<file path="config.mk">
export PLATFORM = sky130hd
export DESIGN_NAME = counter_seq_ctrl
export DESIGN_NICKNAME = d
export VERILOG_FILES = /design/src/rtl/counter_seq_ctrl.sv
export SDC_FILE = /design/constraint.sdc
export NUM_CORES = 1
export LEC_CHECK = 0
export BUFFER_PORTS_ARGS = -buffer_cell sky130_fd_sc_hd__buf_2
export CORE_UTILIZATION = 55
export CTS_BUF_LIST = sky130_fd_sc_hd__clkbuf_8
export DETAILED_ROUTE_END_ITERATION = 10
export PLACE_DENSITY = 0.86
export SYNTH_ARGS = -nofsm -noshare
export SYNTH_HDL_FRONTEND = slang
export SYNTH_SLANG_ARGS = --single-unit
</file>
<file path="constraint.sdc">
create_clock -name clk -period 3.8 [get_ports clk]
set_input_delay 0.19 -clock clk [delete_from_list [all_inputs] [get_ports clk]]
set_output_delay 0.19 -clock clk [all_outputs]
set_load 0.01 [all_outputs]
</file>
<file path="src/rtl/counter_seq_ctrl.sv">
// Sequencer for an external up-counter: captures limit/prescale on start, drives
// clear/enable, flags terminal count, and supports one-shot or auto-reload runs.
//
//   state   | meaning
//   --------+-----------------------------------------------------------
//   S_IDLE  | waiting for start; counter left as-is
//   S_CLEAR | one cycle clearing the counter, prescaler rearmed
//   S_RUN   | prescaled enables until the counter reaches limit_q
//   S_DONE  | one-shot finished; done held until the next start or stop
module counter_seq_ctrl #(
  parameter int N_BITS     = 8,
  parameter int PRESC_BITS = 4
) (
  input  logic                  clk,
  input  logic                  syn_rst,
  input  logic                  start,
  input  logic                  stop,
  input  logic                  pause,
  input  logic                  periodic,
  input  logic [N_BITS-1:0]     cfg_limit,
  input  logic [PRESC_BITS-1:0] cfg_presc,
  input  logic [N_BITS-1:0]     cnt_value,
  output logic                  cnt_clr,
  output logic                  cnt_en,
  output logic                  tc_pulse,
  output logic                  busy,
  output logic                  done
);

  typedef enum logic [1:0] {
    S_IDLE  = 2'd0,
    S_CLEAR = 2'd1,
    S_RUN   = 2'd2,
    S_DONE  = 2'd3
  } state_t;

  state_t                state, state_d;
  logic [PRESC_BITS-1:0] presc_q, presc_d;
  logic [PRESC_BITS-1:0] presc_cfg_q;
  logic [N_BITS-1:0]     limit_q;
  logic                  periodic_q;
  logic                  load_cfg;
  logic                  tick;
  logic                  at_limit;

  always_ff @(posedge clk) begin
    if (syn_rst) begin
      state       <= S_IDLE;
      presc_q     <= '0;
      limit_q     <= '0;
      presc_cfg_q <= '0;
      periodic_q  <= 1'b0;
    end else begin
      state   <= state_d;
      presc_q <= presc_d;
      if (load_cfg) begin
        limit_q     <= cfg_limit;
        presc_cfg_q <= cfg_presc;
        periodic_q  <= periodic;
      end
    end
  end

  // stop masks every strobe in the cycle it is seen, including the CLEAR pulse
  always_comb begin
    tick     = (state == S_RUN) && (presc_q == presc_cfg_q) && !pause && !stop;
    at_limit = (cnt_value == limit_q);
    cnt_en   = tick && !at_limit;
    tc_pulse = tick && at_limit;
    cnt_clr  = ((state == S_CLEAR) && !stop) || (tc_pulse && periodic_q);
    busy     = (state == S_CLEAR) || (state == S_RUN);
    done     = (state == S_DONE);
  end

  always_comb begin
    state_d  = state;
    presc_d  = presc_q;
    load_cfg = 1'b0;
    if (stop) begin
      state_d = S_IDLE;
    end else begin
      case (state)
        S_IDLE, S_DONE: begin
          if (start) begin
            state_d  = S_CLEAR;
            load_cfg = 1'b1;
          end
        end
        S_CLEAR: begin
          state_d = S_RUN;
          presc_d = '0;
        end
        S_RUN: begin
          if (!pause) begin
            if (tick) begin
              presc_d = '0;
              if (tc_pulse && !periodic_q) state_d = S_DONE;
            end else begin
              presc_d = presc_q + PRESC_BITS'(1);
            end
          end
        end
        default: state_d = S_IDLE;
      endcase
    end
  end

endmodule

</file>
==> flow_metrics.tcl, run 1 <==
set metrics [dict create \
    cts_tree "yes" \
    ys_warn_count 0 \
    yosysTopAreaCell "dfxtp_1" \
    clock_power_share 0.335 \
    tightest_slew_ns 0.774 \
    ff2ff_setup_slack_ns 1.93 \
    violations "design-rule violations" \
    grt_pass1_vias 815 \
    required_ns 3.61 \
    endpoint "cnt_clr" \
    crit_fanout 4 \
    crit_family "simple AND/OR/NAND/NOR gates" \
    drc_errors 4 \
    clockBufferDepth 2 \
    ys_seq_elements 19 \
    drtPass1Iterations 7 \
    syn_area_um2 951 \
    synth_top_area_frac 0.400 \
    final_common_cell "nand2_1" \
    ctsRootBufferMaster "clkbuf_8" \
    post_cts_resized 0 \
    period_needed_ns 1.89 \
    num_io_pins 31 \
    rsz0062_at_grt "false" \
    gr-usage-all-layers 0.233 \
    synth-compound-area-share 0.121 \
    path_cells "xor2_1, or3_4, nor2_1, and3_1, o2bb2ai_1, buf_2" \
    initial_core_util 0.610 \
    worstSetupStartpoint "presc_q[1]" \
    final_cells 166 \
    seqCellArea_um2 380 \
    synthAdderAreaFrac 0.0526 \
    max_cap_viol_count 0 \
    comb_power_share 0.163 \
    die-area_mm2 0.00190 \
    gp_congestion 0.891 \
    finalCritPeriodShare 0.496 \
    p_int_w 0.000316 \
    synth_xor_area_frac 0.138 \
    p_sw_w 0.000116 \
    postCtsSetupRepairBufs 0 \
    synth-simple-area-share 0.236 \
    p_leak_nw 0.499 \
    syn2layout_area_growth_pct 21.4 \
    wl_met1_um 825 \
    finalHoldViolCount 0 \
    antenna_cells 0 \
    hold_class "input port to flop" \
    worst_clock_skew_ns 0.00166 \
    power_density_mw_per_mm2 374 \
    worst-path-buf-inv 1 \
    fillerInstances 139 \
    final_cell_mix "nand2_1, buf_2, dfxtp_1" \
    setup_viol 0 \
    final_nets 181 \
    yosysSeqAreaShare 0.400 \
    status "finished, violations left" \
    dp_cells 162 \
    via_count 880 \
    routedWlPerCell_um 11.1 \
    core_mm2 0.00156 \
    r2r_end "presc_q[3]" \
    finalSetupTns_ns 0 \
    critPathSlowestCell "dfxtp_1" \
    synth_top_family_by_area "simple AND/OR/NAND/NOR gates" \
    synth.distinct_cells 24 \
    grt-ovfl-total 0 \
    drt_iter0_drc 24 \
    wl_met2_um 872 \
    synth_nets 150 \
    grt_pass1_wl_um 3300 \
    top_layer "met4" \
    switching_share 0.269 \
    startpoint_type "flop" \
    yosys-mux-area-fraction 0.0211 \
    synth_cells 120 \
    cpPeakStageDelay_ns 0.35 \
    slew_violations 0 \
    antenna_found_initial 0 \
    critPathKind "flop to output pin" \
    ant_nets 0 \
    die_h_um 43.6 \
    multi_input_area_um2 541 \
    slew_headroom 0.482 \
    dr_wl_met3_um 139 \
    dp_hpwl_um 1400 \
    timing.fmax_mhz 530 \
    cp_data_arrival_time_ns 1.70 \
    worstRegToRegCells 6 \
    drive_gt1_frac 0.247 \
    grt_max_degree 17 \
    cts.sinks 19 \
    vias_per_cell 5.30 \
    totalWireLength_um 1850 \
    clkSlewWorstSetupHoldPaths_ns 0.07 \
    die_w_um 43.6 \
    sequentialPowerShare 0.502 \
    numCtsBuffers 3 \
    cts_hold_buf 0 \
    rows 14 \
    ys_top_cells_by_area "dfxtp_1, nand2_1, xnor2_1, a21oi_1, ha_1" \
    avgSynthCellArea_um2 7.92 \
    clk_latency_ns 0.26 \
    peakVddDrop_mv 0.404 \
    r2r_start "state[0]" \
    crit_path_end_kind "output pin" \
    crit_cells 6 \
    port-buffer-count 30 \
    htreeDepth 1 \
]
==> logic make-up (layout without fill, tap and decap cells) <==
group | Yosys count | after routing
AO/OA/AOI/OAI | 20 | 20
multiplexers | 2 | 2
AND/OR/NAND/NOR | 52 | 52
adder cells (fa/ha/maj) | 4 | 4
buffers and inverters | 8 | 38
flip-flops | 19 | 19
XOR/XNOR | 15 | 15
==> Yosys cell counts <==
library cell and count:
nand2_1 31, dfxtp_1 19, a21oi_1 14, xnor2_1 12, nor2_1 11, clkbuf_1 4
ha_1 4, inv_1 4, nand4_1 3, xor2_1 3, mux2i_1 2, a211oi_1 1
a21o_1 1, a32o_2 1, and3_1 1, nand3_1 1, nor3_1 1, nor4_1 1
o21ai_0 1, o21ai_1 1, o2bb2ai_1 1, or2_2 1, or3_4 1, or4_1 1
==> layout make-up <==
cell class	count	share of cell area
multi-input cells	93	0.468
inverters	4	0.0130
repair buffers	30	0.130
well taps	16	0.0173
flip-flops and latches	19	0.329
clock buffers	3	0.0358
clock inverters	1	0.00650
==> power by group through the flow <==
stage | combinational, W | clock (W) | sequential (W)
2_1_floorplan | 0.0000468 | 0 | 0.000220
4_1_cts | 0.0000707 | 0.000146 | 0.000217
6_report | 0.0000704 | 0.000145 | 0.000217
3_3_place_gp | 0.0000681 | 0 | 0.000221
3_5_place_dp | 0.0000697 | 0 | 0.000221
5_1_grt | 0.0000794 | 0.000155 | 0.000218
==> registers in the layout (all words and copies together) (netlist names) <==
name / count
presc_q: 4
limit_q: 8
periodic_q: 1
presc_cfg_q: 4
state: 2
==> how the worst min path moves through the flow <==
stage / end / startpoint / cells after the start / slack [ns]
6_report: limit_q[4] / cfg_limit[4] / 3 / 0.16
3_3_place_gp: limit_q[7] / cfg_limit[7] / 3 / 0.43
3_5_place_dp: limit_q[0] / cfg_limit[0] / 3 / 0.44
4_1_cts: limit_q[0] / cfg_limit[0] / 3 / 0.17
5_1_grt: limit_q[4] / cfg_limit[4] / 3 / 0.17
2_1_floorplan: limit_q[0] / cfg_limit[0] / 2 / 0.33
==> worst reg2reg max path: stages (launching register included) <==
cell      delay [ns]
dfxtp_1         0.38
inv_1           0.06
ha_1            0.33
a211oi_1        0.59
nand4_1         0.20
xor2_1          0.16
nor2_1          0.05
==> through the flow <==
step                hold WS [ns]  total power, W  instance area (um2)  utilization  setup WS (ns)
global route               0.166        0.000453                 1150        0.741           1.76
CTS                        0.165        0.000434                 1150        0.741           1.92
detailed placement         0.440        0.000291                 1110        0.709           1.92
finish                     0.163        0.000432                 1150        0.741           1.91
floorplan                  0.326        0.000266                  951            -           2.09
global placement           0.431        0.000289                 1110        0.709           2.02
==> per-layer routing <==
layer | GRT usage | vias to the layer above
li1 | - | 457
met1 | 0.304 | 383
met2 | 0.376 | 38
met3 | 0.0750 | 2
met4 | 0.0500 | 0
met5 | 0 | -
(Power assumes the default switching activity.)
==> run 2, diff against run 1 <==
--- a/config.mk
+++ b/config.mk
@@ -6,10 +6,11 @@
 export NUM_CORES = 1
 export LEC_CHECK = 0
 export BUFFER_PORTS_ARGS = -buffer_cell sky130_fd_sc_hd__buf_2
-export CORE_UTILIZATION = 55
+export CORE_ASPECT_RATIO = 1.4
+export CORE_UTILIZATION = 51
 export CTS_BUF_LIST = sky130_fd_sc_hd__clkbuf_8
 export DETAILED_ROUTE_END_ITERATION = 10
-export PLACE_DENSITY = 0.86
+export PLACE_DENSITY = 0.8
 export SYNTH_ARGS = -nofsm -noshare
 export SYNTH_HDL_FRONTEND = slang
 export SYNTH_SLANG_ARGS = --single-unit
==> constraint.sdc (replaced) <==
create_clock -name clk -period 1.9 [get_ports clk]
set_input_delay 0.095 -clock clk [delete_from_list [all_inputs] [get_ports clk]]
set_output_delay 0.095 -clock clk [all_outputs]
set_load 0.01 [all_outputs]
==> run 2 against run 1 <==
The run now ends clean. Global-route usage down 2.8 points. Combinational power rose by 100%. Register-to-register slack got worse by 1.7 ns. Flip-flop and latch count is the same. Critical path depth unchanged. Worst setup slack worse by 1.8 ns. Cell count is 3.6% higher. Clock power increased by 81%. Via count down 1.4%. Critical path type unchanged. Critical endpoint unchanged. Largest cell class unchanged.
==> flow_metrics.tcl, run 2 (synthesis results as in run 1) <==
set metrics [dict create \
    totalWireLength_um 1900 \
    final_common_cell "nand2_1" \
    antenna_found_initial 0 \
    clkSlewWorstSetupHoldPaths_ns 0.07 \
    clk_latency_ns 0.25 \
    clockBufferDepth 2 \
    gp_congestion 0.710 \
    timing.fmax_mhz 572 \
    ctsRootBufferMaster "clkbuf_8" \
    period_needed_ns 1.75 \
    p_leak_nw 0.515 \
    final_util 0.667 \
    ff2ff_setup_slack_ns 0.26 \
    largest_reg_flops 8 \
    grt_pass1_wl_um 2980 \
    syn2layout_area_growth_pct 23.2 \
    crit_fanout 4 \
    top_regs "limit_q (8), presc_cfg_q (4), presc_q (4)" \
    final_cell_mix "nand2_1, buf_2, dfxtp_1" \
    cts.sinks 19 \
    crit_path_end_kind "output pin" \
    htreeDepth 1 \
    postCtsSetupRepairBufs 0 \
    grt-ovfl-total 0 \
    grt_max_degree 17 \
    required_ns 1.80 \
    finalHoldViolCount 0 \
    die_w_um 38.5 \
    dp_cells 168 \
    setup_ws_ns 0.151 \
    hold_class "input port to flop" \
    status "finished clean" \
    critPathKind "flop to output pin" \
    finalCritPeriodShare 0.921 \
    ant_nets 0 \
    vias_per_cell 5.05 \
    max_cap_viol_count 0 \
    grt_pass1_vias 735 \
    numCtsBuffers 3 \
    post_cts_resized 0 \
    whs_ns 0.0794 \
    drtPass1Iterations 4 \
    port-buffer-count 30 \
    rows 18 \
    routedWlPerCell_um 11.0 \
    drt_iter0_drc 10 \
    gr-usage-all-layers 0.205 \
    core_mm2 0.00176 \
    regMostFlops "limit_q" \
    peakVddDrop_mv 0.739 \
    via_count 868 \
    initial_core_util 0.541 \
    cts_tree "yes" \
    antenna_cells 0 \
    fillerInstances 153 \
    slew_headroom 0.780 \
    final_nets 183 \
    tightest_slew_ns 0.328 \
    cp_data_arrival_time_ns 1.65 \
    drive_gt1_frac 0.250 \
    num_io_pins 31 \
    slew_violations 0 \
    setup_viol 0 \
    power_density_mw_per_mm2 718 \
    drc_errors 0 \
    die-area_mm2 0.00204 \
    worst_clock_skew_ns 0.00287 \
    final_cells 172 \
    startpoint_type "flop" \
    finalSetupTns_ns 0 \
    place_ws_ns 0.287 \
    rsz0062_at_grt "false" \
    die_h_um 53.1 \
    dp_hpwl_um 1480 \
    cts_hold_buf 0 \
]
run 2: cell count changes in the layout (fill, tap and decap cells not counted):
| cell | previous run | this run |
|---|---|---|
| clkinvlp_4 | 1 | 0 |
| buf_4 | 0 | 2 |
| inv_1 | 4 | 5 |
run 2: power by group:
part	leakage, nW	switching (W)	internal, W
registers	0.155	0.0000159	0.000418
logic	0.334	0.0000748	0.0000696
clock network	0.0269	0.000119	0.000143
run 2: metal layers:
| layer | global-route usage | part of all wire | vias to the layer above |
|---|---|---|---|
| met4 | 0.0345 | 0.0058 | 0 |
| met1 | 0.233 | 0.43 | 378 |
| li1 | - | - | 462 |
| met3 | 0.0504 | 0.051 | 2 |
| met5 | 0 | 0 | - |
| met2 | 0.375 | 0.51 | 26 |
run 2: layout make-up:
| type | count | area [um2] | share of cell area |
|---|---|---|---|
| flip-flops and latches | 19 | 380 | 0.325 |
| clock buffers | 3 | 41.3 | 0.0353 |
| clock inverters | 1 | 3.75 | 0.00321 |
| inverters | 4 | 15.0 | 0.0128 |
| multi-input cells | 93 | 541 | 0.462 |
| well taps | 20 | 25.0 | 0.0214 |
| repair buffers | 32 | 165 | 0.141 |
run 2: critical path: stages (launching register included):
cell       delay, ns
dfxtp_1         0.35
xor2_1          0.15
or3_4           0.34
nor2_1          0.13
and3_1          0.19
o2bb2ai_1       0.11
buf_2           0.14
run 2: final timing paths:
kind	start	to	cells after the start
max	presc_q[1]	cnt_clr	6
min	cfg_presc[1]	presc_cfg_q[1]	3
max reg2reg	state[0]	state[1]	7
min reg2reg	presc_cfg_q[1]	presc_cfg_q[1]	2
run 2: per-stage QoR:
stage	cell area, um2	power (W)
2_1_floorplan	951	0.000533
3_3_place_gp	1130	0.000582
3_5_place_dp	1130	0.000587
4_1_cts	1170	0.000844
5_1_grt	1170	0.000888
6_report	1170	0.000840
==> run 3, diff against run 2 <==
--- a/config.mk
+++ b/config.mk
@@ -10,6 +10,7 @@
 export CORE_UTILIZATION = 51
 export CTS_BUF_LIST = sky130_fd_sc_hd__clkbuf_8
 export DETAILED_ROUTE_END_ITERATION = 10
+export MAX_ROUTING_LAYER = met4
 export PLACE_DENSITY = 0.8
 export SYNTH_ARGS = -nofsm -noshare
 export SYNTH_HDL_FRONTEND = slang
==> run 3 against run 2 <==
Sequential power is essentially flat. Wire length is the same. Sequential share of layout area is the same. Critical path type unchanged. Worst setup slack lost 0.0022 ns. Global-route usage grew 0.41 points. Highest routed layer unchanged. Combinational power is essentially flat. Flip-flop and latch count is the same. Critical endpoint unchanged. Clock-buffer cell count is the same. Largest power group unchanged.
==> flow_metrics.tcl, run 3 (synthesis results as in run 1) <==
set metrics [dict create \
    slew_headroom 0.788 \
    clock_power_share 0.312 \
    peakVddDrop_mv 0.738 \
    clockBufferDepth 2 \
    p_sw_w 0.000210 \
    final_cell_mix "nand2_1, buf_2, dfxtp_1" \
    via_count 859 \
    tightest_slew_ns 0.317 \
    drtPass1Iterations 4 \
    crit_path_end_kind "output pin" \
    startpoint_type "flop" \
    sequentialPowerShare 0.516 \
    cts_hold_buf 0 \
    place_ws_ns 0.287 \
    fillerInstances 153 \
    period_needed_ns 1.75 \
    crit_fanout 4 \
    drc_errors 0 \
    die_w_um 38.5 \
    htreeDepth 1 \
    grt_pass1_vias 737 \
    final_nets 183 \
    worst_clock_skew_ns 0.00362 \
    port-buffer-count 30 \
    die-area_mm2 0.00204 \
    power_density_mw_per_mm2 718 \
    dp_hpwl_um 1480 \
    setup_viol 0 \
    gr-usage-all-layers 0.209 \
    finalHoldViolCount 0 \
    grt_max_degree 17 \
    cts_tree "yes" \
    clkSlewWorstSetupHoldPaths_ns 0.07 \
    status "finished clean" \
    regMostFlops "limit_q" \
    finalCritPeriodShare 0.922 \
    slew_violations 0 \
    largest_reg_flops 8 \
    comb_power_share 0.172 \
    top_regs "limit_q (8), presc_cfg_q (4), presc_q (4)" \
    setup_ws_ns 0.149 \
    postCtsSetupRepairBufs 0 \
    rsz0062_at_grt "false" \
    num_io_pins 31 \
    core_mm2 0.00176 \
    initial_core_util 0.541 \
    drive_gt1_frac 0.250 \
    vias_per_cell 4.99 \
    timing.fmax_mhz 571 \
    gp_congestion 0.718 \
    multi_input_area_um2 541 \
    routedWlPerCell_um 11.0 \
    final_common_cell "nand2_1" \
    antenna_found_initial 0 \
    finalSetupTns_ns 0 \
    syn2layout_area_growth_pct 23.2 \
    numCtsBuffers 3 \
    ctsRootBufferMaster "clkbuf_8" \
    ant_nets 0 \
    required_ns 1.80 \
    antenna_cells 0 \
    cp_data_arrival_time_ns 1.66 \
    clk_latency_ns 0.25 \
    seqCellArea_um2 380 \
    grt-ovfl-total 0 \
    drt_iter0_drc 9 \
    post_cts_resized 0 \
    whs_ns 0.0796 \
    totalWireLength_um 1900 \
    p_int_w 0.000630 \
    p_leak_nw 0.515 \
    hold_class "input port to flop" \
    cts.sinks 19 \
    rows 18 \
    max_cap_viol_count 0 \
    critPathKind "flop to output pin" \
    grt_pass1_wl_um 2970 \
    die_h_um 53.1 \
    switching_share 0.250 \
]
run 3: area by class of cell:
class | count | area share
multi-input combinational | 93 | 0.462
clock buffer | 3 | 0.0353
clock inverter | 1 | 0.00321
tap | 20 | 0.0214
sequential | 19 | 0.325
inverter | 4 | 0.0128
timing repair buffer | 32 | 0.141
run 3: worst max-delay path: stages, from the launching register on:
cell,delay (ns)
dfxtp_1,0.35
xor2_1,0.15
or3_4,0.34
nor2_1,0.13
and3_1,0.19
o2bb2ai_1,0.11
buf_2,0.14
run 3: worst paths after layout:
check	to	slack, ns	cells after the start	from
worst min-delay path	presc_cfg_q[1]	0.08	3	cfg_presc[1]
worst min register to register	presc_cfg_q[1]	0.47	2	presc_cfg_q[1]
worst max register to register	state[1]	0.27	7	state[0]
worst max-delay path	cnt_clr	0.15	6	presc_q[1]
run 3: per-layer routing:
layer,global-route usage,part of all wire,routed length [um]
met5,-,0,0
met4,0.0345,0.0063,12
met3,0.0504,0.040,76
met2,0.378,0.53,998
met1,0.228,0.43,808
run 3: power by group through the flow:
stage	combinational [W]	clock [W]	sequential [W]
CTS	0.000145	0.000265	0.000434
detailed placement	0.000144	0	0.000443
floorplan	0.0000936	0	0.000439
global route	0.000164	0.000288	0.000436
finish	0.000144	0.000262	0.000434
global placement	0.000141	0	0.000441
run 3: through the flow:
step | instance area (um2) | total power [W] | std cells | utilization
detailed placement | 1130 | 0.000587 | 168 | 0.641
CTS | 1170 | 0.000844 | 172 | 0.667
floorplan | 951 | 0.000533 | 120 | -
global placement | 1130 | 0.000582 | 168 | 0.641
global route | 1170 | 0.000888 | 172 | 0.667
finish | 1170 | 0.000840 | 172 | 0.667
